**src/rtl/axi_id_remap_pkg.sv**
```systemverilog
`default_nettype none
// ============================================================================
// Module   : axi_id_remap_pkg
// Purpose  : Shared types and helpers for the AXI ID remapper.
//            - remap_op_e      : per-entry table update selected each cycle
//            - remap_cnt_width : width of a per-entry outstanding counter
// Optional : AXI_ID_REMAP_ASSERT_EN (used by the modules importing this)
// Revision : 1.0 - initial release
// ============================================================================
package axi_id_remap_pkg;

  // One table entry sees at most one of these per cycle.
  typedef enum logic [1:0] {
    OP_HOLD  = 2'd0,
    OP_INC   = 2'd1,
    OP_DEC   = 2'd2,
    OP_ALLOC = 2'd3
  } remap_op_e;

  // Counter must be able to hold the value MAX_TXNS itself.
  function automatic int unsigned remap_cnt_width(input int unsigned max_txns);
    return $clog2(max_txns + 1);
  endfunction

endpackage
`default_nettype wire

```
**src/rtl/axi_bus.sv**
```systemverilog
`default_nettype none
// ============================================================================
// Module   : AXI_BUS
// Purpose  : AXI4 bus bundle with Master/Slave modports.
// Ports    : none (signal bundle); widths set by parameters.
// Revision : 1.0 - initial release
// ============================================================================
interface AXI_BUS #(
  parameter int unsigned AXI_ADDR_WIDTH = 32,
  parameter int unsigned AXI_DATA_WIDTH = 32,
  parameter int unsigned AXI_ID_WIDTH   = 4,
  parameter int unsigned AXI_USER_WIDTH = 1
);
  localparam int unsigned AXI_STRB_WIDTH = AXI_DATA_WIDTH / 8;

  logic [AXI_ID_WIDTH-1:0]   aw_id;
  logic [AXI_ADDR_WIDTH-1:0] aw_addr;
  logic [7:0]                aw_len;
  logic [2:0]                aw_size;
  logic [1:0]                aw_burst;
  logic                      aw_lock;
  logic [3:0]                aw_cache;
  logic [2:0]                aw_prot;
  logic [3:0]                aw_region;
  logic [3:0]                aw_qos;
  logic [AXI_USER_WIDTH-1:0] aw_user;
  logic                      aw_valid;
  logic                      aw_ready;

  logic [AXI_DATA_WIDTH-1:0] w_data;
  logic [AXI_STRB_WIDTH-1:0] w_strb;
  logic                      w_last;
  logic [AXI_USER_WIDTH-1:0] w_user;
  logic                      w_valid;
  logic                      w_ready;

  logic [AXI_ID_WIDTH-1:0]   b_id;
  logic [1:0]                b_resp;
  logic [AXI_USER_WIDTH-1:0] b_user;
  logic                      b_valid;
  logic                      b_ready;

  logic [AXI_ID_WIDTH-1:0]   ar_id;
  logic [AXI_ADDR_WIDTH-1:0] ar_addr;
  logic [7:0]                ar_len;
  logic [2:0]                ar_size;
  logic [1:0]                ar_burst;
  logic                      ar_lock;
  logic [3:0]                ar_cache;
  logic [2:0]                ar_prot;
  logic [3:0]                ar_region;
  logic [3:0]                ar_qos;
  logic [AXI_USER_WIDTH-1:0] ar_user;
  logic                      ar_valid;
  logic                      ar_ready;

  logic [AXI_ID_WIDTH-1:0]   r_id;
  logic [AXI_DATA_WIDTH-1:0] r_data;
  logic [1:0]                r_resp;
  logic                      r_last;
  logic [AXI_USER_WIDTH-1:0] r_user;
  logic                      r_valid;
  logic                      r_ready;

  modport Master (
    output aw_id, aw_addr, aw_len, aw_size, aw_burst, aw_lock, aw_cache,
           aw_prot, aw_region, aw_qos, aw_user, aw_valid,
    input  aw_ready,
    output w_data, w_strb, w_last, w_user, w_valid,
    input  w_ready,
    input  b_id, b_resp, b_user, b_valid,
    output b_ready,
    output ar_id, ar_addr, ar_len, ar_size, ar_burst, ar_lock, ar_cache,
           ar_prot, ar_region, ar_qos, ar_user, ar_valid,
    input  ar_ready,
    input  r_id, r_data, r_resp, r_last, r_user, r_valid,
    output r_ready
  );

  modport Slave (
    input  aw_id, aw_addr, aw_len, aw_size, aw_burst, aw_lock, aw_cache,
           aw_prot, aw_region, aw_qos, aw_user, aw_valid,
    output aw_ready,
    input  w_data, w_strb, w_last, w_user, w_valid,
    output w_ready,
    output b_id, b_resp, b_user, b_valid,
    input  b_ready,
    input  ar_id, ar_addr, ar_len, ar_size, ar_burst, ar_lock, ar_cache,
           ar_prot, ar_region, ar_qos, ar_user, ar_valid,
    output ar_ready,
    output r_id, r_data, r_resp, r_last, r_user, r_valid,
    input  r_ready
  );

endinterface
`default_nettype wire

```
**src/rtl/axi_id_remap_table.sv**
```systemverilog
`default_nettype none
// ============================================================================
// Module   : axi_id_remap_table
// Purpose  : Remap table for one direction (AW/B or AR/R). Maps wide IDs to
//            entry indices, counts outstanding transactions per entry and
//            returns the original ID for responses.
// Ports    : clk, rst_n        - clock, async active-low reset
//            req_valid_i/ready_i/id_i - request handshake inputs and wide ID
//            req_accept_o      - table can take the request (registered state)
//            req_mst_id_o      - narrow ID (entry index) for the request
//            rsp_done_i        - a response that retires one transaction
//            rsp_mst_id_i      - narrow ID of the response
//            rsp_orig_id_o     - stored wide ID for rsp_mst_id_i
// Optional : AXI_ID_REMAP_ASSERT_EN - compiles table consistency assertions
// Revision : 1.0 - initial release
// ============================================================================
module axi_id_remap_table
  import axi_id_remap_pkg::*;
#(
  parameter int unsigned ID_SLV_WIDTH = 12,
  parameter int unsigned ID_MST_WIDTH = 2,
  parameter int unsigned MAX_TXNS     = 4
) (
  input  logic                    clk,
  input  logic                    rst_n,
  input  logic                    req_valid_i,
  input  logic                    req_ready_i,
  input  logic [ID_SLV_WIDTH-1:0] req_id_i,
  output logic                    req_accept_o,
  output logic [ID_MST_WIDTH-1:0] req_mst_id_o,
  input  logic                    rsp_done_i,
  input  logic [ID_MST_WIDTH-1:0] rsp_mst_id_i,
  output logic [ID_SLV_WIDTH-1:0] rsp_orig_id_o
);

  localparam int unsigned     NB_ENTRIES = 2 ** ID_MST_WIDTH;
  localparam int unsigned     CNT_W      = remap_cnt_width(MAX_TXNS);
  localparam logic [CNT_W-1:0] CNT_MAX   = CNT_W'(MAX_TXNS);
  localparam logic [CNT_W-1:0] CNT_ONE   = CNT_W'(1);

  typedef struct packed {
    logic                    valid;
    logic [ID_SLV_WIDTH-1:0] orig_id;
    logic [CNT_W-1:0]        cnt;
  } remap_entry_t;

  logic [NB_ENTRIES-1:0] valid_vec;
  logic [ID_SLV_WIDTH-1:0] orig_arr [NB_ENTRIES];
  logic [CNT_W-1:0]        cnt_arr  [NB_ENTRIES];

  logic                    hit;
  logic                    free_any;
  logic [ID_MST_WIDTH-1:0] hit_idx;
  logic [ID_MST_WIDTH-1:0] free_idx;
  logic [ID_MST_WIDTH-1:0] sel_idx;
  logic                    req_fire;

  // Walk from the top index down so the lowest matching/free index wins.
  always_comb begin
    hit      = 1'b0;
    hit_idx  = '0;
    free_any = 1'b0;
    free_idx = '0;
    for (int i = int'(NB_ENTRIES) - 1; i >= 0; i--) begin
      if (valid_vec[i] && (orig_arr[i] == req_id_i)) begin
        hit     = 1'b1;
        hit_idx = ID_MST_WIDTH'(i);
      end
      if (!valid_vec[i]) begin
        free_any = 1'b1;
        free_idx = ID_MST_WIDTH'(i);
      end
    end
  end

  assign sel_idx       = hit ? hit_idx : free_idx;
  assign req_accept_o  = hit ? (cnt_arr[hit_idx] < CNT_MAX) : free_any;
  assign req_mst_id_o  = sel_idx;
  assign req_fire      = req_valid_i & req_ready_i & req_accept_o;
  // Unmapped responses return whatever orig_id the entry still holds.
  assign rsp_orig_id_o = orig_arr[rsp_mst_id_i];

  for (genvar g = 0; g < NB_ENTRIES; g++) begin : g_entry
    remap_entry_t entry_q;
    remap_entry_t entry_d;
    remap_op_e    op;
    logic         inc;
    logic         dec;

    assign inc = req_fire && (sel_idx == ID_MST_WIDTH'(g));
    // A response to an invalid entry must not disturb the table.
    assign dec = rsp_done_i && (rsp_mst_id_i == ID_MST_WIDTH'(g)) && entry_q.valid;

    // Allocation only targets invalid entries and decrement only valid ones,
    // so ALLOC never coincides with a decrement on the same entry.
    always_comb begin
      op = OP_HOLD;
      if (inc && !hit)      op = OP_ALLOC;
      else if (inc && !dec) op = OP_INC;
      else if (dec && !inc) op = OP_DEC;
    end

    always_comb begin
      entry_d = entry_q;
      case (op)
        OP_ALLOC: begin
          entry_d.valid   = 1'b1;
          entry_d.orig_id = req_id_i;
          entry_d.cnt     = CNT_ONE;
        end
        OP_INC: entry_d.cnt = entry_q.cnt + CNT_ONE;
        OP_DEC: begin
          entry_d.cnt = entry_q.cnt - CNT_ONE;
          if (entry_q.cnt == CNT_ONE) entry_d.valid = 1'b0;
        end
        default: entry_d = entry_q;
      endcase
    end

    always_ff @(posedge clk or negedge rst_n) begin
      if (!rst_n) entry_q <= '0;
      else        entry_q <= entry_d;
    end

    assign valid_vec[g] = entry_q.valid;
    assign orig_arr[g]  = entry_q.orig_id;
    assign cnt_arr[g]   = entry_q.cnt;
  end

`ifdef AXI_ID_REMAP_ASSERT_EN
  always @(posedge clk) begin
    if (rst_n) begin
      if (rsp_done_i)
        assert (valid_vec[rsp_mst_id_i]) else $error("response for invalid entry");
      for (int i = 0; i < int'(NB_ENTRIES); i++) begin
        assert (cnt_arr[i] <= CNT_MAX) else $error("counter overflow");
        assert (valid_vec[i] == (cnt_arr[i] != '0)) else $error("counter underflow");
        for (int j = i + 1; j < int'(NB_ENTRIES); j++)
          assert (!(valid_vec[i] && valid_vec[j] && (orig_arr[i] == orig_arr[j])))
            else $error("duplicate orig_id");
      end
    end
  end
`endif

endmodule
`default_nettype wire

```
**src/rtl/axi_id_remap.sv**
```systemverilog
`default_nettype none
// ============================================================================
// Module   : axi_id_remap
// Purpose  : Compresses wide AXI IDs to a narrow ID space and restores them
//            on B/R responses. Zero-latency; only the remap tables hold state.
// Ports    : clk    - clock
//            rst_n  - asynchronous active-low reset
//            slave  - AXI_BUS.Slave, AXI_ID_SLV_WIDTH IDs (node side)
//            master - AXI_BUS.Master, AXI_ID_MST_WIDTH IDs (slice side)
// Optional : AXI_ID_REMAP_ASSERT_EN - compiles valid-stability assertions
// Revision : 1.0 - initial release
// ============================================================================
module axi_id_remap
  import axi_id_remap_pkg::*;
#(
  parameter int unsigned AXI_ADDR_WIDTH   = 32,
  parameter int unsigned AXI_DATA_WIDTH   = 32,
  parameter int unsigned AXI_USER_WIDTH   = 1,
  parameter int unsigned AXI_ID_SLV_WIDTH = 12,
  parameter int unsigned AXI_ID_MST_WIDTH = 2,
  parameter int unsigned MAX_TXNS         = 4
) (
  input  logic   clk,
  input  logic   rst_n,
  AXI_BUS.Slave  slave,
  AXI_BUS.Master master
);

  logic                        aw_accept;
  logic                        ar_accept;
  logic [AXI_ID_MST_WIDTH-1:0] aw_mst_id;
  logic [AXI_ID_MST_WIDTH-1:0] ar_mst_id;
  logic [AXI_ID_SLV_WIDTH-1:0] b_orig_id;
  logic [AXI_ID_SLV_WIDTH-1:0] r_orig_id;

  axi_id_remap_table #(
    .ID_SLV_WIDTH (AXI_ID_SLV_WIDTH),
    .ID_MST_WIDTH (AXI_ID_MST_WIDTH),
    .MAX_TXNS     (MAX_TXNS)
  ) u_wr_table (
    .clk           (clk),
    .rst_n         (rst_n),
    .req_valid_i   (slave.aw_valid),
    .req_ready_i   (master.aw_ready),
    .req_id_i      (slave.aw_id),
    .req_accept_o  (aw_accept),
    .req_mst_id_o  (aw_mst_id),
    .rsp_done_i    (master.b_valid & slave.b_ready),
    .rsp_mst_id_i  (master.b_id),
    .rsp_orig_id_o (b_orig_id)
  );

  axi_id_remap_table #(
    .ID_SLV_WIDTH (AXI_ID_SLV_WIDTH),
    .ID_MST_WIDTH (AXI_ID_MST_WIDTH),
    .MAX_TXNS     (MAX_TXNS)
  ) u_rd_table (
    .clk           (clk),
    .rst_n         (rst_n),
    .req_valid_i   (slave.ar_valid),
    .req_ready_i   (master.ar_ready),
    .req_id_i      (slave.ar_id),
    .req_accept_o  (ar_accept),
    .req_mst_id_o  (ar_mst_id),
    .rsp_done_i    (master.r_valid & slave.r_ready & master.r_last),
    .rsp_mst_id_i  (master.r_id),
    .rsp_orig_id_o (r_orig_id)
  );

  // An empty table would otherwise accept during reset, so every handshake
  // signal is additionally gated with rst_n.

  // AW
  assign master.aw_id     = aw_mst_id;
  assign master.aw_addr   = AXI_ADDR_WIDTH'(slave.aw_addr);
  assign master.aw_len    = slave.aw_len;
  assign master.aw_size   = slave.aw_size;
  assign master.aw_burst  = slave.aw_burst;
  assign master.aw_lock   = slave.aw_lock;
  assign master.aw_cache  = slave.aw_cache;
  assign master.aw_prot   = slave.aw_prot;
  assign master.aw_region = slave.aw_region;
  assign master.aw_qos    = slave.aw_qos;
  assign master.aw_user   = AXI_USER_WIDTH'(slave.aw_user);
  assign master.aw_valid  = rst_n & slave.aw_valid & aw_accept;
  assign slave.aw_ready   = rst_n & master.aw_ready & aw_accept;

  // W
  assign master.w_data    = AXI_DATA_WIDTH'(slave.w_data);
  assign master.w_strb    = slave.w_strb;
  assign master.w_last    = slave.w_last;
  assign master.w_user    = slave.w_user;
  assign master.w_valid   = rst_n & slave.w_valid;
  assign slave.w_ready    = rst_n & master.w_ready;

  // B
  assign slave.b_id       = b_orig_id;
  assign slave.b_resp     = master.b_resp;
  assign slave.b_user     = master.b_user;
  assign slave.b_valid    = rst_n & master.b_valid;
  assign master.b_ready   = rst_n & slave.b_ready;

  // AR
  assign master.ar_id     = ar_mst_id;
  assign master.ar_addr   = slave.ar_addr;
  assign master.ar_len    = slave.ar_len;
  assign master.ar_size   = slave.ar_size;
  assign master.ar_burst  = slave.ar_burst;
  assign master.ar_lock   = slave.ar_lock;
  assign master.ar_cache  = slave.ar_cache;
  assign master.ar_prot   = slave.ar_prot;
  assign master.ar_region = slave.ar_region;
  assign master.ar_qos    = slave.ar_qos;
  assign master.ar_user   = slave.ar_user;
  assign master.ar_valid  = rst_n & slave.ar_valid & ar_accept;
  assign slave.ar_ready   = rst_n & master.ar_ready & ar_accept;

  // R
  assign slave.r_id       = r_orig_id;
  assign slave.r_data     = master.r_data;
  assign slave.r_resp     = master.r_resp;
  assign slave.r_last     = master.r_last;
  assign slave.r_user     = master.r_user;
  assign slave.r_valid    = rst_n & master.r_valid;
  assign master.r_ready   = rst_n & slave.r_ready;

`ifdef AXI_ID_REMAP_ASSERT_EN
  a_aw_valid_stable: assert property (@(posedge clk) disable iff (!rst_n)
    (master.aw_valid && !master.aw_ready) |=> master.aw_valid)
    else $error("aw_valid dropped before handshake");
  a_ar_valid_stable: assert property (@(posedge clk) disable iff (!rst_n)
    (master.ar_valid && !master.ar_ready) |=> master.ar_valid)
    else $error("ar_valid dropped before handshake");
`endif

endmodule
`default_nettype wire

```
**src/flat_wrapper.sv**
```systemverilog
// flat-port wrapper written by rule: the top's interface ports become plain ports
module axi_id_remap_flat import axi_id_remap_pkg::*;
#(
  parameter int unsigned AXI_ADDR_WIDTH   = 32,
  parameter int unsigned AXI_DATA_WIDTH   = 32,
  parameter int unsigned AXI_USER_WIDTH   = 1,
  parameter int unsigned AXI_ID_SLV_WIDTH = 12,
  parameter int unsigned AXI_ID_MST_WIDTH = 2,
  parameter int unsigned MAX_TXNS         = 4
)
  (clk, rst_n, slave_aw_id, slave_aw_addr, slave_aw_len, slave_aw_size, slave_aw_burst, slave_aw_lock, slave_aw_cache, slave_aw_prot, slave_aw_region, slave_aw_qos, slave_aw_user, slave_aw_valid, slave_aw_ready, slave_w_data, slave_w_strb, slave_w_last, slave_w_user, slave_w_valid, slave_w_ready, slave_b_id, slave_b_resp, slave_b_user, slave_b_valid, slave_b_ready, slave_ar_id, slave_ar_addr, slave_ar_len, slave_ar_size, slave_ar_burst, slave_ar_lock, slave_ar_cache, slave_ar_prot, slave_ar_region, slave_ar_qos, slave_ar_user, slave_ar_valid, slave_ar_ready, slave_r_id, slave_r_data, slave_r_resp, slave_r_last, slave_r_user, slave_r_valid, slave_r_ready, master_aw_id, master_aw_addr, master_aw_len, master_aw_size, master_aw_burst, master_aw_lock, master_aw_cache, master_aw_prot, master_aw_region, master_aw_qos, master_aw_user, master_aw_valid, master_aw_ready, master_w_data, master_w_strb, master_w_last, master_w_user, master_w_valid, master_w_ready, master_b_id, master_b_resp, master_b_user, master_b_valid, master_b_ready, master_ar_id, master_ar_addr, master_ar_len, master_ar_size, master_ar_burst, master_ar_lock, master_ar_cache, master_ar_prot, master_ar_region, master_ar_qos, master_ar_user, master_ar_valid, master_ar_ready, master_r_id, master_r_data, master_r_resp, master_r_last, master_r_user, master_r_valid, master_r_ready);
  AXI_BUS #(.AXI_ADDR_WIDTH(AXI_ADDR_WIDTH), .AXI_DATA_WIDTH(AXI_DATA_WIDTH), .AXI_ID_WIDTH(12), .AXI_USER_WIDTH(AXI_USER_WIDTH)) slave_i ();
  AXI_BUS #(.AXI_ADDR_WIDTH(AXI_ADDR_WIDTH), .AXI_DATA_WIDTH(AXI_DATA_WIDTH), .AXI_ID_WIDTH(2), .AXI_USER_WIDTH(AXI_USER_WIDTH)) master_i ();
  input  logic clk;
  input  logic rst_n;
  input wire logic [$bits(slave_i.aw_id)-1:0] slave_aw_id;
  input wire logic [$bits(slave_i.aw_addr)-1:0] slave_aw_addr;
  input wire logic [$bits(slave_i.aw_len)-1:0] slave_aw_len;
  input wire logic [$bits(slave_i.aw_size)-1:0] slave_aw_size;
  input wire logic [$bits(slave_i.aw_burst)-1:0] slave_aw_burst;
  input wire logic [$bits(slave_i.aw_lock)-1:0] slave_aw_lock;
  input wire logic [$bits(slave_i.aw_cache)-1:0] slave_aw_cache;
  input wire logic [$bits(slave_i.aw_prot)-1:0] slave_aw_prot;
  input wire logic [$bits(slave_i.aw_region)-1:0] slave_aw_region;
  input wire logic [$bits(slave_i.aw_qos)-1:0] slave_aw_qos;
  input wire logic [$bits(slave_i.aw_user)-1:0] slave_aw_user;
  input wire logic [$bits(slave_i.aw_valid)-1:0] slave_aw_valid;
  output wire logic [$bits(slave_i.aw_ready)-1:0] slave_aw_ready;
  input wire logic [$bits(slave_i.w_data)-1:0] slave_w_data;
  input wire logic [$bits(slave_i.w_strb)-1:0] slave_w_strb;
  input wire logic [$bits(slave_i.w_last)-1:0] slave_w_last;
  input wire logic [$bits(slave_i.w_user)-1:0] slave_w_user;
  input wire logic [$bits(slave_i.w_valid)-1:0] slave_w_valid;
  output wire logic [$bits(slave_i.w_ready)-1:0] slave_w_ready;
  output wire logic [$bits(slave_i.b_id)-1:0] slave_b_id;
  output wire logic [$bits(slave_i.b_resp)-1:0] slave_b_resp;
  output wire logic [$bits(slave_i.b_user)-1:0] slave_b_user;
  output wire logic [$bits(slave_i.b_valid)-1:0] slave_b_valid;
  input wire logic [$bits(slave_i.b_ready)-1:0] slave_b_ready;
  input wire logic [$bits(slave_i.ar_id)-1:0] slave_ar_id;
  input wire logic [$bits(slave_i.ar_addr)-1:0] slave_ar_addr;
  input wire logic [$bits(slave_i.ar_len)-1:0] slave_ar_len;
  input wire logic [$bits(slave_i.ar_size)-1:0] slave_ar_size;
  input wire logic [$bits(slave_i.ar_burst)-1:0] slave_ar_burst;
  input wire logic [$bits(slave_i.ar_lock)-1:0] slave_ar_lock;
  input wire logic [$bits(slave_i.ar_cache)-1:0] slave_ar_cache;
  input wire logic [$bits(slave_i.ar_prot)-1:0] slave_ar_prot;
  input wire logic [$bits(slave_i.ar_region)-1:0] slave_ar_region;
  input wire logic [$bits(slave_i.ar_qos)-1:0] slave_ar_qos;
  input wire logic [$bits(slave_i.ar_user)-1:0] slave_ar_user;
  input wire logic [$bits(slave_i.ar_valid)-1:0] slave_ar_valid;
  output wire logic [$bits(slave_i.ar_ready)-1:0] slave_ar_ready;
  output wire logic [$bits(slave_i.r_id)-1:0] slave_r_id;
  output wire logic [$bits(slave_i.r_data)-1:0] slave_r_data;
  output wire logic [$bits(slave_i.r_resp)-1:0] slave_r_resp;
  output wire logic [$bits(slave_i.r_last)-1:0] slave_r_last;
  output wire logic [$bits(slave_i.r_user)-1:0] slave_r_user;
  output wire logic [$bits(slave_i.r_valid)-1:0] slave_r_valid;
  input wire logic [$bits(slave_i.r_ready)-1:0] slave_r_ready;
  output wire logic [$bits(master_i.aw_id)-1:0] master_aw_id;
  output wire logic [$bits(master_i.aw_addr)-1:0] master_aw_addr;
  output wire logic [$bits(master_i.aw_len)-1:0] master_aw_len;
  output wire logic [$bits(master_i.aw_size)-1:0] master_aw_size;
  output wire logic [$bits(master_i.aw_burst)-1:0] master_aw_burst;
  output wire logic [$bits(master_i.aw_lock)-1:0] master_aw_lock;
  output wire logic [$bits(master_i.aw_cache)-1:0] master_aw_cache;
  output wire logic [$bits(master_i.aw_prot)-1:0] master_aw_prot;
  output wire logic [$bits(master_i.aw_region)-1:0] master_aw_region;
  output wire logic [$bits(master_i.aw_qos)-1:0] master_aw_qos;
  output wire logic [$bits(master_i.aw_user)-1:0] master_aw_user;
  output wire logic [$bits(master_i.aw_valid)-1:0] master_aw_valid;
  input wire logic [$bits(master_i.aw_ready)-1:0] master_aw_ready;
  output wire logic [$bits(master_i.w_data)-1:0] master_w_data;
  output wire logic [$bits(master_i.w_strb)-1:0] master_w_strb;
  output wire logic [$bits(master_i.w_last)-1:0] master_w_last;
  output wire logic [$bits(master_i.w_user)-1:0] master_w_user;
  output wire logic [$bits(master_i.w_valid)-1:0] master_w_valid;
  input wire logic [$bits(master_i.w_ready)-1:0] master_w_ready;
  input wire logic [$bits(master_i.b_id)-1:0] master_b_id;
  input wire logic [$bits(master_i.b_resp)-1:0] master_b_resp;
  input wire logic [$bits(master_i.b_user)-1:0] master_b_user;
  input wire logic [$bits(master_i.b_valid)-1:0] master_b_valid;
  output wire logic [$bits(master_i.b_ready)-1:0] master_b_ready;
  output wire logic [$bits(master_i.ar_id)-1:0] master_ar_id;
  output wire logic [$bits(master_i.ar_addr)-1:0] master_ar_addr;
  output wire logic [$bits(master_i.ar_len)-1:0] master_ar_len;
  output wire logic [$bits(master_i.ar_size)-1:0] master_ar_size;
  output wire logic [$bits(master_i.ar_burst)-1:0] master_ar_burst;
  output wire logic [$bits(master_i.ar_lock)-1:0] master_ar_lock;
  output wire logic [$bits(master_i.ar_cache)-1:0] master_ar_cache;
  output wire logic [$bits(master_i.ar_prot)-1:0] master_ar_prot;
  output wire logic [$bits(master_i.ar_region)-1:0] master_ar_region;
  output wire logic [$bits(master_i.ar_qos)-1:0] master_ar_qos;
  output wire logic [$bits(master_i.ar_user)-1:0] master_ar_user;
  output wire logic [$bits(master_i.ar_valid)-1:0] master_ar_valid;
  input wire logic [$bits(master_i.ar_ready)-1:0] master_ar_ready;
  input wire logic [$bits(master_i.r_id)-1:0] master_r_id;
  input wire logic [$bits(master_i.r_data)-1:0] master_r_data;
  input wire logic [$bits(master_i.r_resp)-1:0] master_r_resp;
  input wire logic [$bits(master_i.r_last)-1:0] master_r_last;
  input wire logic [$bits(master_i.r_user)-1:0] master_r_user;
  input wire logic [$bits(master_i.r_valid)-1:0] master_r_valid;
  output wire logic [$bits(master_i.r_ready)-1:0] master_r_ready;
  assign slave_i.aw_id = slave_aw_id;
  assign slave_i.aw_addr = slave_aw_addr;
  assign slave_i.aw_len = slave_aw_len;
  assign slave_i.aw_size = slave_aw_size;
  assign slave_i.aw_burst = slave_aw_burst;
  assign slave_i.aw_lock = slave_aw_lock;
  assign slave_i.aw_cache = slave_aw_cache;
  assign slave_i.aw_prot = slave_aw_prot;
  assign slave_i.aw_region = slave_aw_region;
  assign slave_i.aw_qos = slave_aw_qos;
  assign slave_i.aw_user = slave_aw_user;
  assign slave_i.aw_valid = slave_aw_valid;
  assign slave_aw_ready = slave_i.aw_ready;
  assign slave_i.w_data = slave_w_data;
  assign slave_i.w_strb = slave_w_strb;
  assign slave_i.w_last = slave_w_last;
  assign slave_i.w_user = slave_w_user;
  assign slave_i.w_valid = slave_w_valid;
  assign slave_w_ready = slave_i.w_ready;
  assign slave_b_id = slave_i.b_id;
  assign slave_b_resp = slave_i.b_resp;
  assign slave_b_user = slave_i.b_user;
  assign slave_b_valid = slave_i.b_valid;
  assign slave_i.b_ready = slave_b_ready;
  assign slave_i.ar_id = slave_ar_id;
  assign slave_i.ar_addr = slave_ar_addr;
  assign slave_i.ar_len = slave_ar_len;
  assign slave_i.ar_size = slave_ar_size;
  assign slave_i.ar_burst = slave_ar_burst;
  assign slave_i.ar_lock = slave_ar_lock;
  assign slave_i.ar_cache = slave_ar_cache;
  assign slave_i.ar_prot = slave_ar_prot;
  assign slave_i.ar_region = slave_ar_region;
  assign slave_i.ar_qos = slave_ar_qos;
  assign slave_i.ar_user = slave_ar_user;
  assign slave_i.ar_valid = slave_ar_valid;
  assign slave_ar_ready = slave_i.ar_ready;
  assign slave_r_id = slave_i.r_id;
  assign slave_r_data = slave_i.r_data;
  assign slave_r_resp = slave_i.r_resp;
  assign slave_r_last = slave_i.r_last;
  assign slave_r_user = slave_i.r_user;
  assign slave_r_valid = slave_i.r_valid;
  assign slave_i.r_ready = slave_r_ready;
  assign master_aw_id = master_i.aw_id;
  assign master_aw_addr = master_i.aw_addr;
  assign master_aw_len = master_i.aw_len;
  assign master_aw_size = master_i.aw_size;
  assign master_aw_burst = master_i.aw_burst;
  assign master_aw_lock = master_i.aw_lock;
  assign master_aw_cache = master_i.aw_cache;
  assign master_aw_prot = master_i.aw_prot;
  assign master_aw_region = master_i.aw_region;
  assign master_aw_qos = master_i.aw_qos;
  assign master_aw_user = master_i.aw_user;
  assign master_aw_valid = master_i.aw_valid;
  assign master_i.aw_ready = master_aw_ready;
  assign master_w_data = master_i.w_data;
  assign master_w_strb = master_i.w_strb;
  assign master_w_last = master_i.w_last;
  assign master_w_user = master_i.w_user;
  assign master_w_valid = master_i.w_valid;
  assign master_i.w_ready = master_w_ready;
  assign master_i.b_id = master_b_id;
  assign master_i.b_resp = master_b_resp;
  assign master_i.b_user = master_b_user;
  assign master_i.b_valid = master_b_valid;
  assign master_b_ready = master_i.b_ready;
  assign master_ar_id = master_i.ar_id;
  assign master_ar_addr = master_i.ar_addr;
  assign master_ar_len = master_i.ar_len;
  assign master_ar_size = master_i.ar_size;
  assign master_ar_burst = master_i.ar_burst;
  assign master_ar_lock = master_i.ar_lock;
  assign master_ar_cache = master_i.ar_cache;
  assign master_ar_prot = master_i.ar_prot;
  assign master_ar_region = master_i.ar_region;
  assign master_ar_qos = master_i.ar_qos;
  assign master_ar_user = master_i.ar_user;
  assign master_ar_valid = master_i.ar_valid;
  assign master_i.ar_ready = master_ar_ready;
  assign master_i.r_id = master_r_id;
  assign master_i.r_data = master_r_data;
  assign master_i.r_resp = master_r_resp;
  assign master_i.r_last = master_r_last;
  assign master_i.r_user = master_r_user;
  assign master_i.r_valid = master_r_valid;
  assign master_r_ready = master_i.r_ready;
  axi_id_remap #(.AXI_ADDR_WIDTH(AXI_ADDR_WIDTH), .AXI_DATA_WIDTH(AXI_DATA_WIDTH), .AXI_USER_WIDTH(AXI_USER_WIDTH), .AXI_ID_SLV_WIDTH(AXI_ID_SLV_WIDTH), .AXI_ID_MST_WIDTH(AXI_ID_MST_WIDTH), .MAX_TXNS(MAX_TXNS)) u_core (.clk(clk), .rst_n(rst_n), .slave(slave_i), .master(master_i));
endmodule
```
**config.mk**
```make
export PLATFORM = sky130hd
export DESIGN_NAME = axi_id_remap_flat
export DESIGN_NICKNAME = d
export VERILOG_FILES = /design/src/rtl/axi_id_remap_pkg.sv /design/src/rtl/axi_bus.sv /design/src/rtl/axi_id_remap_table.sv /design/src/rtl/axi_id_remap.sv /design/src/flat_wrapper.sv
export SDC_FILE = /design/constraint.sdc
export NUM_CORES = 1
export LEC_CHECK = 0
export ABC_AREA = 1
export BUFFER_PORTS_ARGS = -buffer_cell sky130_fd_sc_hd__buf_2
export CORE_AREA = 4 4 186 188
export DETAILED_ROUTE_END_ITERATION = 16
export DIE_AREA = 0 0 190 192
export PLACE_DENSITY = 0.61
export SLEW_MARGIN = 20
export SYNTH_ARGS = -nofsm -noshare
export SYNTH_HDL_FRONTEND = slang
export SYNTH_SLANG_ARGS = --single-unit
```
**constraint.sdc**
```tcl
create_clock -name clk -period 4.6 [get_ports clk]
set_input_delay 0.23 -clock clk [delete_from_list [all_inputs] [get_ports clk]]
set_output_delay 0.23 -clock clk [all_outputs]
set_load 0.05 [all_outputs]
```
* Yosys cells after proc, flatten, opt, wreduce, memory -nomap -nowiden
Cells that the tools add are included.
** Storage, ports and cells
- Bits in registers :: 128
- Output and inout bits :: 239
- Input port bits :: 241
- Word-level logic and storage cells :: 329
** Operators by class
- Multiplexer cells :: 96
- Equality and inequality tests :: 60
- Order comparisons :: 6
- Reduce and logical (&&, ||, !) cells :: 102
- Add/subtract/negate cells :: 16
- Bitwise logic cells :: 25
** Operator list (count)
- 12-bit == test :: 8
- 2-bit 2-to-1 mux :: 42
- 3-bit case mux with 3 select lines :: 8
- 1-bit logical AND :: 56
- 12-bit binary-select mux with 2-bit select :: 2
- 2-bit == test (second input constant) :: 24
- 12-bit 2-to-1 mux :: 4
- 1-bit 2-to-1 mux :: 26
- 3-bit by 1-bit adder with 3-bit output (second input constant) :: 8
- 2-bit by 1-bit == test with 1-bit output (second input constant) :: 12
- 3-bit by 1-bit == test with 1-bit output (second input constant) :: 8
- 3-bit nonzero test :: 8
- 3-bit by 1-bit subtractor with 3-bit output (second input constant) :: 8
- 1-bit AND :: 21
- 1-bit logical NOT :: 18
- 2-bit inequality test (second input constant) :: 8
- 1-bit case mux with 2 select lines :: 8
- 2-bit AND reduction :: 8
- 2-bit nonzero test :: 8
- 3-bit binary-select mux with 2-bit select :: 2
- 3-bit >= comparator (second input constant) :: 4
- 3-bit 2-to-1 mux :: 4
- 2-bit inverter with 3-bit output :: 4
- 2-bit logical NOT :: 4
- 3-bit less-than comparator (second input constant) :: 2

* Longest topological paths before layout
Gate-level depths: netlist of run 1.
- Depth in word-level cells :: 22
- Depth in mapped cells :: 27
- Gate-level depth less buffers :: 26

* Hierarchy
A second synthesis of run 1 with hierarchy kept.
** Second synthesis, totals
- Cell total of the unflattened synthesis :: 1598
- Area total of the unflattened synthesis :: 11078.1 um^2
** By module, submodules not included
- axi_id_remap_table at u_core.u_rd_table :: cells an instance 694, times used 1, area each 4762.1 um^2
- axi_id_remap_table at u_core.u_wr_table :: cells an instance 675, times used 1, area each 4700.8 um^2
- axi_id_remap :: cells an instance 229, times used 1, area each 1615.3 um^2

* Least setup slack after synthesis of run 1
No wires, ideal clock.
- Kind :: input -> register
- Start :: in slave_aw_id[8]
- End :: reg u_core.u_wr_table.g_entry[3].entry_q (netlist bit u_core.u_wr_table.cnt_arr[2])
- Stages :: 26
- Arrival time :: 2.624 ns
- Buffers on the path :: 1
- Setup time :: 0.126 ns
- Required time :: 4.474 ns
- Slack :: 1.850 ns
- Cell sequence :: buf_2 -> inv_2 -> nand2_1 -> nand2_1 -> nand2_1 -> nor2_1 -> nand3_1 -> nor2_1 -> inv_1 -> nand2_2 -> inv_1 -> nand2_1 -> nand2_1 -> inv_1 -> nand2_1 -> nor2_4 -> nand2_4 -> o21ai_0 -> inv_1 -> ha_1 -> inv_1 -> a21oi_1 -> o21ai_0 -> o21ai_0 -> nand2_1 -> o21ai_0
** RTL lines
- start, declared :: line flat_wrapper.sv:16 : input wire logic [$bits(slave_i.aw_id)-1:0] slave_aw_id;
- 12-bit == test :: line axi_id_remap_table.sv:65 : if (valid_vec[i] && (orig_arr[i] == req_id_i)) begin
- 1-bit logical AND :: line axi_id_remap_table.sv:65
- 2-bit 2-to-1 mux / 1-bit 2-to-1 mux (equally long branches) (4 in series) :: line axi_id_remap_table.sv:65
- 2-bit 2-to-1 mux (*) :: line axi_id_remap_table.sv:76 : assign sel_idx = hit ? hit_idx : free_idx;
- named net master_aw_id[1] :: line flat_wrapper.sv:60 : output wire logic [$bits(master_i.aw_id)-1:0] master_aw_id;
- 2-bit == test (*) :: line axi_id_remap_table.sv:90 : assign inc = req_fire && (sel_idx == ID_MST_WIDTH'(g));
- 1-bit logical AND (*) :: line axi_id_remap_table.sv:90
- 1-bit logical NOT :: line axi_id_remap_table.sv:100 : else if (dec && !inc) op = OP_DEC;
- 1-bit logical AND :: line axi_id_remap_table.sv:100
- 2-bit 2-to-1 mux :: line axi_id_remap_table.sv:100
- 2-bit 2-to-1 mux :: line axi_id_remap_table.sv:99 : else if (inc && !dec) op = OP_INC;
- 2-bit 2-to-1 mux (*) :: line axi_id_remap_table.sv:98 : if (inc && !hit) op = OP_ALLOC;
- 2-bit == test / 2-bit by 1-bit == test with 1-bit output (equally long branches) :: line axi_id_remap_table.sv:105 : case (op)
- 3-bit case mux with 3 select lines / 3-bit nonzero test (equally long branches)
- end signal, assigned :: line axi_id_remap_table.sv:122 : else entry_q <= entry_d;
- end, declared :: line axi_id_remap_table.sv:84 : remap_entry_t entry_q;
Mark *: on every way through the listed nets, which the timed path passes. The rest lies on a longest branch. The select of a mux whose other input is x is not followed.
A chain may end at the register's enable or synchronous reset.

* Worst setup path in the final report of run 1
- Start :: reg u_core.u_wr_table.g_entry[3].entry_q[3] in the netlist's numbering
- End :: reg u_core.u_wr_table.g_entry[2].entry_q (netlist bit u_core.u_wr_table.cnt_arr[5])
** On the way
- Word-level cells in the longest chain between the ends :: 21
** RTL lines
- 12-bit == test (*) :: line axi_id_remap_table.sv:65
- 1-bit logical AND (*) :: line axi_id_remap_table.sv:65
- 2-bit 2-to-1 mux (4 in series) :: line axi_id_remap_table.sv:65
- 2-bit inverter with 3-bit output (not written as such) :: line axi_id_remap_table.sv:77 : assign req_accept_o = hit ? (cnt_arr[hit_idx] < CNT_MAX) : free_any;
- 3-bit binary-select mux with 2-bit select :: line axi_id_remap_table.sv:77
- 3-bit 2-to-1 mux (not written as such) (2 in series) :: line axi_id_remap_table.sv:77
- 3-bit less-than comparator :: line axi_id_remap_table.sv:77
- 1-bit 2-to-1 mux :: line axi_id_remap_table.sv:77
- 1-bit AND :: line axi_id_remap_table.sv:79 : assign req_fire = req_valid_i & req_ready_i & req_accept_o;
- 1-bit logical AND :: line axi_id_remap_table.sv:90
- 1-bit logical NOT :: line axi_id_remap_table.sv:100
- 1-bit logical AND :: line axi_id_remap_table.sv:100
- 2-bit 2-to-1 mux :: line axi_id_remap_table.sv:100
- 2-bit 2-to-1 mux :: line axi_id_remap_table.sv:99
- 2-bit 2-to-1 mux (*) :: line axi_id_remap_table.sv:98
- 2-bit == test / 2-bit by 1-bit == test with 1-bit output (equally long branches) :: line axi_id_remap_table.sv:105
- 3-bit case mux with 3 select lines / 3-bit nonzero test (equally long branches)
- end signal, assigned :: line axi_id_remap_table.sv:122
- end, declared :: line axi_id_remap_table.sv:84
Mark *: on every way between the ends. The rest lies on a longest branch, timed or not. The select of a mux whose other input is x is not followed.

==> results of run 1 <==
[worst max path at each step]
| stage | startpoint | to | slack [ps] | cells past startpoint |
|---|---|---|---|---|
| after global routing | u_core.u_wr_table.g_entry[0].entry_q[9]$_DFFE_PN0P_ | u_core.u_wr_table.cnt_arr[5]$_DFFE_PN0P_ | 700 | 23 |
| after floorplan | slave_aw_id[8] | u_core.u_wr_table.cnt_arr[2]$_DFFE_PN0P_ | 1850 | 26 |
| final | u_core.u_wr_table.g_entry[3].entry_q[3]$_DFFE_PN0P_ | u_core.u_wr_table.cnt_arr[5]$_DFFE_PN0P_ | 1010 | 23 |
| after global placement | slave_aw_id[11] | u_core.u_wr_table.cnt_arr[5]$_DFFE_PN0P_ | 1130 | 24 |
| after detailed placement | slave_aw_id[9] | u_core.u_wr_table.cnt_arr[5]$_DFFE_PN0P_ | 1040 | 22 |
| after CTS | u_core.u_wr_table.g_entry[0].entry_q[10]$_DFFE_PN0P_ | u_core.u_wr_table.cnt_arr[2]$_DFFE_PN0P_ | 1070 | 23 |
[logic make-up after synthesis]
kind of cell               after synthesis  synth area share (%)
AOI/OAI and AO/OA                      138                  8.17
and+or+nand+nor                        714                  29.4
buffers and inverters                  427                  23.8
adders and majority gates               48                  5.61
DFF                                    128                  29.9
xor gates and xnor gates                37                  3.03
[metal layers]
metal	vias to the layer above	wire (µm)	track usage (%)
met5	-	0	0
met4	0	1780	9.99
met3	129	2450	4.89
met2	392	14700	27.9
met1	4105	11900	19.0
li1	4206	-	-
[area by class of cell]
type | count | area share (%)
diodes | 1 | 0.0239
clock buffers | 19 | 4.33
clock inverters | 13 | 1.99
inverters | 168 | 6.03
multi-input cells | 937 | 47.4
flip-flops and latches | 128 | 30.6
well taps | 448 | 5.36
repair buffers | 85 | 4.29
[through the flow]
stage	util (%)	std cells	hold slack, ps	cell area [µm²]	setup WS (ps)
5_1_grt	31.6	1798	108	10500	697
2_1_floorplan	-	1492	-65.6	10700	1850
6_report	31.6	1799	112	10500	1010
3_5_place_dp	29.5	1765	391	9780	1040
4_1_cts	31.6	1798	94.0	10500	1070
3_3_place_gp	29.5	1765	395	9780	1130
[critical path, cell delays in order, from the launching register on]
cell     delay [ps]
dfrtp_1         400
inv_1            80
nand2_1         120
nand2_1          70
nor2_1          130
nand3_1         110
nor2_1          150
inv_1            60
nand2_2          90
nor2_4           50
buf_4           220
nand3_1         120
nand2_2          80
inv_1            70
nand2_1          80
nor2_4          410
nand2_2         330
o21ai_0         210
ha_1            230
inv_1            80
a21oi_1         100
o21ai_0          90
o21ai_0          90
a22o_1          150
[power groups by stage]
| stage | sequential, mW | clock, mW | combinational [mW] |
|---|---|---|---|
| finish | 2.11 | 1.55 | 2.64 |
| global route | 2.17 | 1.62 | 2.98 |
| CTS | 2.09 | 1.56 | 2.65 |
| detailed placement | 2.11 | 0 | 2.64 |
| global placement | 2.10 | 0 | 2.59 |
| floorplan | 1.95 | 0 | 2.54 |
[layout by cell type, fill, tap and decap left out, types with 6 or more instances in the layout]
| cell type | count |
|---|---|
| inv_2 | 16 |
| nand4_1 | 8 |
| xnor2_1 | 23 |
| o21ai_1 | 6 |
| o21ai_0 | 53 |
| xor2_1 | 14 |
| a22oi_1 | 34 |
| o211ai_1 | 10 |
| nor3_1 | 10 |
| clkbuf_16 | 17 |
| buf_2 | 78 |
| dfrtp_1 | 128 |
| o221ai_1 | 15 |
| nor2_4 | 10 |
| nor2_1 | 83 |
| inv_1 | 152 |
| nand3b_1 | 6 |
| nand2_4 | 9 |
| nand2_1 | 422 |
| a21oi_1 | 11 |
| o22ai_1 | 6 |
| nand3_1 | 140 |
| ha_1 | 48 |
| nand2_2 | 11 |
[state kept, by name, indices dropped and copies added, names as in the netlist]
| name | count |
|---|---|
| u_core.u_rd_table.g_entry.entry_q | 52 |
| u_core.u_wr_table.g_entry.entry_q | 52 |
| u_core.u_rd_table.cnt_arr | 12 |
| u_core.u_wr_table.cnt_arr | 12 |
==> results.toml, run 1 <==
[run_status]
outcome = "complete, no violations"

[cts]
clk_pin_slew_ps = 60
clock_sinks = 128
numCtsBuffers = 17
clk_latency_ps = 430
post-cts-setup-buffers = 0
hold_buffers = 1
cts_buffer_depth = 2
cts_root_buf = "clkbuf_16"
ctsResizeCount = 0
cts_tree = "done"
h-tree-depth = 4

[synthesis]
syn_avg_cell_area_um2 = 7.17
ys.warnings.count = 0
synth_area_um2 = 10700
ys_seq_area_share_pct = 29.9
syn_nets = 1781
synth_cells = 1492
synth_edf_count = 0
yosysTopAreaCellShare_pct = 29.9
netlist_top_cells_count = "nand2_1 (422), buf_4 (214), inv_1 (152)"
yosysMostFrequentCell = "nand2_1"
synthArstFlopShare_pct = 100
synth_cell_types = 37
ys.flop_type = "dfrtp_1"
synth_top_area_cell = "dfrtp_1"
synthTopCellsByArea = "dfrtp_1 (30%), buf_4 (15%), nand2_1 (15%)"
synth-seq-cells = 128

[finish]
layout-drive-gt1-share_pct = 12.8
seq_area_um2 = 3200
syn_to_final_growth_pct = -2.28
multi_input_comb_area_um2 = 4950
fin_nets = 1626
nFillCells = 3532

[worst_setup_path]
rr_worst_depth = 23
r2r_end = "u_core.u_wr_table.cnt_arr[5]$_DFFE_PN0P_"
r2r-start = "u_core.u_wr_table.g_entry[3].entry_q[3]$_DFFE_PN0P_"
rrSetupSlack_ps = 1010
end_kind = "register"
critPathKind = "reg -> reg"
critical_path_required_ps = 4970
crit_arrival_ps = 3960
setup.worst_path.start_class = "register"
crit_fanout = 23

[global_routing]
grt_max_degree = 95
grt_first_pass_wirelength_um = 47800
grt_usage_pct = 16.7
antenna_found_initial = 0
overflow = 0
grt_pass1_vias = 8630

[detailed_routing]
ant_nets = 0
num_vias = 8832
wire_per_inst_um = 17.1
drt-initial-drc-count = 708
drt-total-wl_um = 30800
via_per_inst = 4.91
drtPass1Iterations = 5
drc = 0

[min_path]
hold_depth = 3
hold_path_class = "in -> reg"
min-delay-start = "slave_aw_id[5]"
hold_path_end = "u_core.u_wr_table.g_entry[0].entry_q[8]$_DFFE_PN0P_"

[timing]
period_share_pct = 78.0
max-slew-margin-rel_pct = 25.1
tns_ps = 0
worstMarginPinSlew_ps = 1120
finalSetupViolations = 0
rsz0062_at_grt = "no"
hold_viol_final = 0
finalCriticalPeriod_ps = 3590
timing.fmax_mhz = 279
report.final.slew_viol_count = 0
fin_skew_ps = 6.29

[place]
hpwl_um = 22400
place_congestion = 0.957
portBuffers = 79

[pwr]
p_comb_share_pct = 41.9
power.density_nw_per_um2 = 601
p_leak_nw = 5.35
p_sw_share_pct = 45.1
max-vdd-ir-drop_mv = 0.362
pwr-share-clk_pct = 24.6
power.total_mw = 6.29
p_int_mw = 3.45
p_switching_mw = 2.84
power_frac_seq_pct = 33.5

[floorplanning]
io_pins = 480
die_h_um = 192
start_util_pct = 32.3
core_um2 = 33100
die_w_um = 190
std_cell_rows = 67
die-area_um2 = 36500

[job]
drv_cap = 0
Power figures use the tool's default switching activity.
==> run 2, diff against run 1 <==
--- a/config.mk
+++ b/config.mk
@@ -5,12 +5,12 @@
 export SDC_FILE = /design/constraint.sdc
 export NUM_CORES = 1
 export LEC_CHECK = 0
-export ABC_AREA = 1
+export ABC_AREA = 0
 export BUFFER_PORTS_ARGS = -buffer_cell sky130_fd_sc_hd__buf_2
-export CORE_AREA = 4 4 186 188
+export CORE_AREA = 4 4 183 185
 export DETAILED_ROUTE_END_ITERATION = 16
-export DIE_AREA = 0 0 190 192
-export PLACE_DENSITY = 0.61
+export DIE_AREA = 0 0 187 189
+export PLACE_DENSITY = 0.62
 export SLEW_MARGIN = 20
 export SYNTH_ARGS = -nofsm -noshare
 export SYNTH_HDL_FRONTEND = slang
==> constraint.sdc (replaced) <==
create_clock -name clk -period 3.3 [get_ports clk]
set_input_delay 0.165 -clock clk [delete_from_list [all_inputs] [get_ports clk]]
set_output_delay 0.165 -clock clk [all_outputs]
set_load 0.05 [all_outputs]
==> results.toml, run 2 <==
[finish]
layout-drive-gt1-share_pct = 38.8
nFillCells = 3202
finish.utilization_pct = 32.6
layout_commonest_cell = "dfrtp_1"
fin_nets = 1132
syn_to_final_growth_pct = 3.59
antennaDiodeCount = 0
reg.largest.list = "u_core.u_rd_table.g_entry.entry_q x52, u_core.u_wr_table.g_entry.entry_q x52"
final_cell_mix = "dfrtp_1 (128), mux2_2 (84), buf_2 (76)"

[global_routing]
antenna_found_initial = 0
grt_usage_pct = 17.3
overflow = 0
grt_pass1_vias = 6638
grt_first_pass_wirelength_um = 45800
grt_max_degree = 61

[synthesis]
synthArstFlopShare_pct = 100
synth_cell_types = 61
netlist_top_cells_count = "buf_4 (208), dfrtp_1 (128), mux2_2 (84)"
syn_avg_cell_area_um2 = 10.7
ys_seq_area_share_pct = 31.8
syn_nets = 1232
yosysTopAreaCellShare_pct = 31.8
ys.flop_type = "dfrtp_1"
ys.warnings.count = 0
yosysMostFrequentCell = "buf_4"
synth_edf_count = 0
synth_area_um2 = 10100
synth_cells = 943
synthTopCellsByArea = "dfrtp_1 (32%), buf_4 (15%), mux2_2 (9.4%)"
synth_top_area_cell = "dfrtp_1"
synth-seq-cells = 128

[place]
portBuffers = 79
place_congestion = 0.833
hpwl_um = 25500

[worst_setup_path]
cp_cell_sequence = "xnor2_2 -> nand3_1 -> or4_4 -> a211o_1 -> a211oi_1 -> a21boi_4 -> o21ai_0 -> ha_2 -> a221o_1 -> a32o_1"
cp-startpoint = "u_core.u_wr_table.g_entry[3].entry_q[4]$_DFFE_PN0P_"
rrSetupSlack_ps = 60
end_kind = "register"
crit_arrival_ps = 3560
critPathKind = "reg -> reg"
rr_worst_depth = 10
cpPeakStageDelay_ps = 570
r2r_end = "u_core.u_wr_table.cnt_arr[8]$_DFFE_PN0P_"
crit_fanout = 4
cp_slowest_cell = "or4_4"
r2r-start = "u_core.u_wr_table.g_entry[3].entry_q[4]$_DFFE_PN0P_"
setup.worst_path.start_class = "register"
crit_path_end = "u_core.u_wr_table.cnt_arr[8]$_DFFE_PN0P_"
critical_path_required_ps = 3610

[timing]
finalSetupViolations = 0
finalCriticalPeriod_ps = 3240
hold_viol_final = 0
fin_skew_ps = 16.0
period_share_pct = 98.3
worstMarginPinSlew_ps = 770
timing.fmax_mhz = 308
report.final.slew_viol_count = 0
max-slew-margin-rel_pct = 48.7

[pwr]
p_sw_share_pct = 40.7
p_switching_mw = 3.69
p_leak_nw = 4.40
pwr-share-clk_pct = 22.7
power.total_mw = 9.07
power.density_nw_per_um2 = 869
max-vdd-ir-drop_mv = 0.464
power_frac_seq_pct = 32.6
p_int_mw = 5.37
p_comb_share_pct = 44.6

[cts]
cts_root_buf = "clkbuf_16"
clk_latency_ps = 430
cts_tree = "done"
clock_sinks = 128
clk_pin_slew_ps = 60
h-tree-depth = 4
cts_buffer_depth = 2
numCtsBuffers = 17

[run_status]
outcome = "complete, no violations"

[floorplanning]
std_cell_rows = 66
start_util_pct = 31.4
io_pins = 480
die-area_um2 = 35300
core_um2 = 32000
die_w_um = 187
die_h_um = 189

[min_path]
min-delay-start = "slave_aw_id[9]"
hold_path_class = "in -> reg"

[detailed_routing]
via_per_inst = 5.14
drt-total-wl_um = 32100
num_vias = 6493
drc = 0
drt-initial-drc-count = 447
drtPass1Iterations = 4
wire_per_inst_um = 25.4
ant_nets = 0

[job]
drv_cap = 0
==> run 2: what timing repair did <==
item	in CTS	in global routing
endpoints found under the hold margin	28	0
endpoints found under the setup margin	6	24
resized for setup	9	48
hold buffers	1	0
pin swaps	3	10
setup buffers	0	1
==> run 2: worst min-delay path by stage <==
stage	to	slack, ps	cells after the start
after floorplan	u_core.u_rd_table.cnt_arr[0]$_DFFE_PN0P_	-130	0
final	u_core.u_wr_table.g_entry[1].entry_q[12]$_DFFE_PN0P_	90	2
after global routing	u_core.u_wr_table.g_entry[1].entry_q[12]$_DFFE_PN0P_	80	2
after global placement	u_core.u_rd_table.cnt_arr[2]$_DFFE_PN0P_	100	1
after detailed placement	u_core.u_rd_table.cnt_arr[1]$_DFFE_PN0P_	110	1
after CTS	u_core.u_wr_table.g_entry[1].entry_q[12]$_DFFE_PN0P_	60	2
==> run 2: area by class of cell <==
cell class	instances	area, µm²	share of cell area, %
multi-input cells	534	5180	49.7
well taps	408	510	4.89
clock buffers	18	429	4.11
repair buffers	127	769	7.37
inverters	35	136	1.31
clock inverters	14	204	1.95
flip-flops and latches	128	3200	30.7
==> run 2: power by group through the flow <==
stage	registers [mW]	clock network (mW)	logic, mW
2_1_floorplan	2.75	0	3.69
3_3_place_gp	2.89	0	3.86
3_5_place_dp	2.94	0	3.90
4_1_cts	2.91	2.09	3.93
5_1_grt	3.05	2.17	4.34
6_report	2.96	2.06	4.05
==> run 2: metrics by stage <==
step                cells  cell area [µm²]  hold slack (ps)  setup TNS, ps  setup WS [ps]
finish               1264            10400             86.5              0           56.3
floorplan             943            10100             -131              0           56.1
global route         1264            10400             77.8          -56.0          -15.1
global placement     1230             9490              102          -75.1          -53.2
CTS                  1263            10200             63.7              0           13.1
detailed placement   1230             9490              109           -172          -60.1
==> run 2: cell families (layout without fill, tap and decap cells) <==
group	after synthesis	after routing	synth area share, %
muxes	125	125	16.9
DFF	128	128	31.8
buffers and inverters	281	194	19.6
and+or+nand+nor	143	143	8.42
AOI/OAI and AO/OA	116	116	8.42
adders and majority gates	48	48	5.96
xor gates and xnor gates	102	102	8.87
==> run 2: routing by layer <==
metal,global-route usage [%],vias to the layer above,wire length [µm]
li1,-,2895,-
met1,18.9,3174,11900
met2,27.5,381,14900
met3,12.4,39,4690
met4,3.01,4,370
met5,4.53,-,152
==> run 2: critical path, delay by kind of cell, from the launching register on <==
kind	cells	cell delay, ps
AOI/OAI and AO/OA	6	1600
and+or+nand+nor	2	700
adders and majority gates	1	240
DFF	1	420
xor gates and xnor gates	1	160
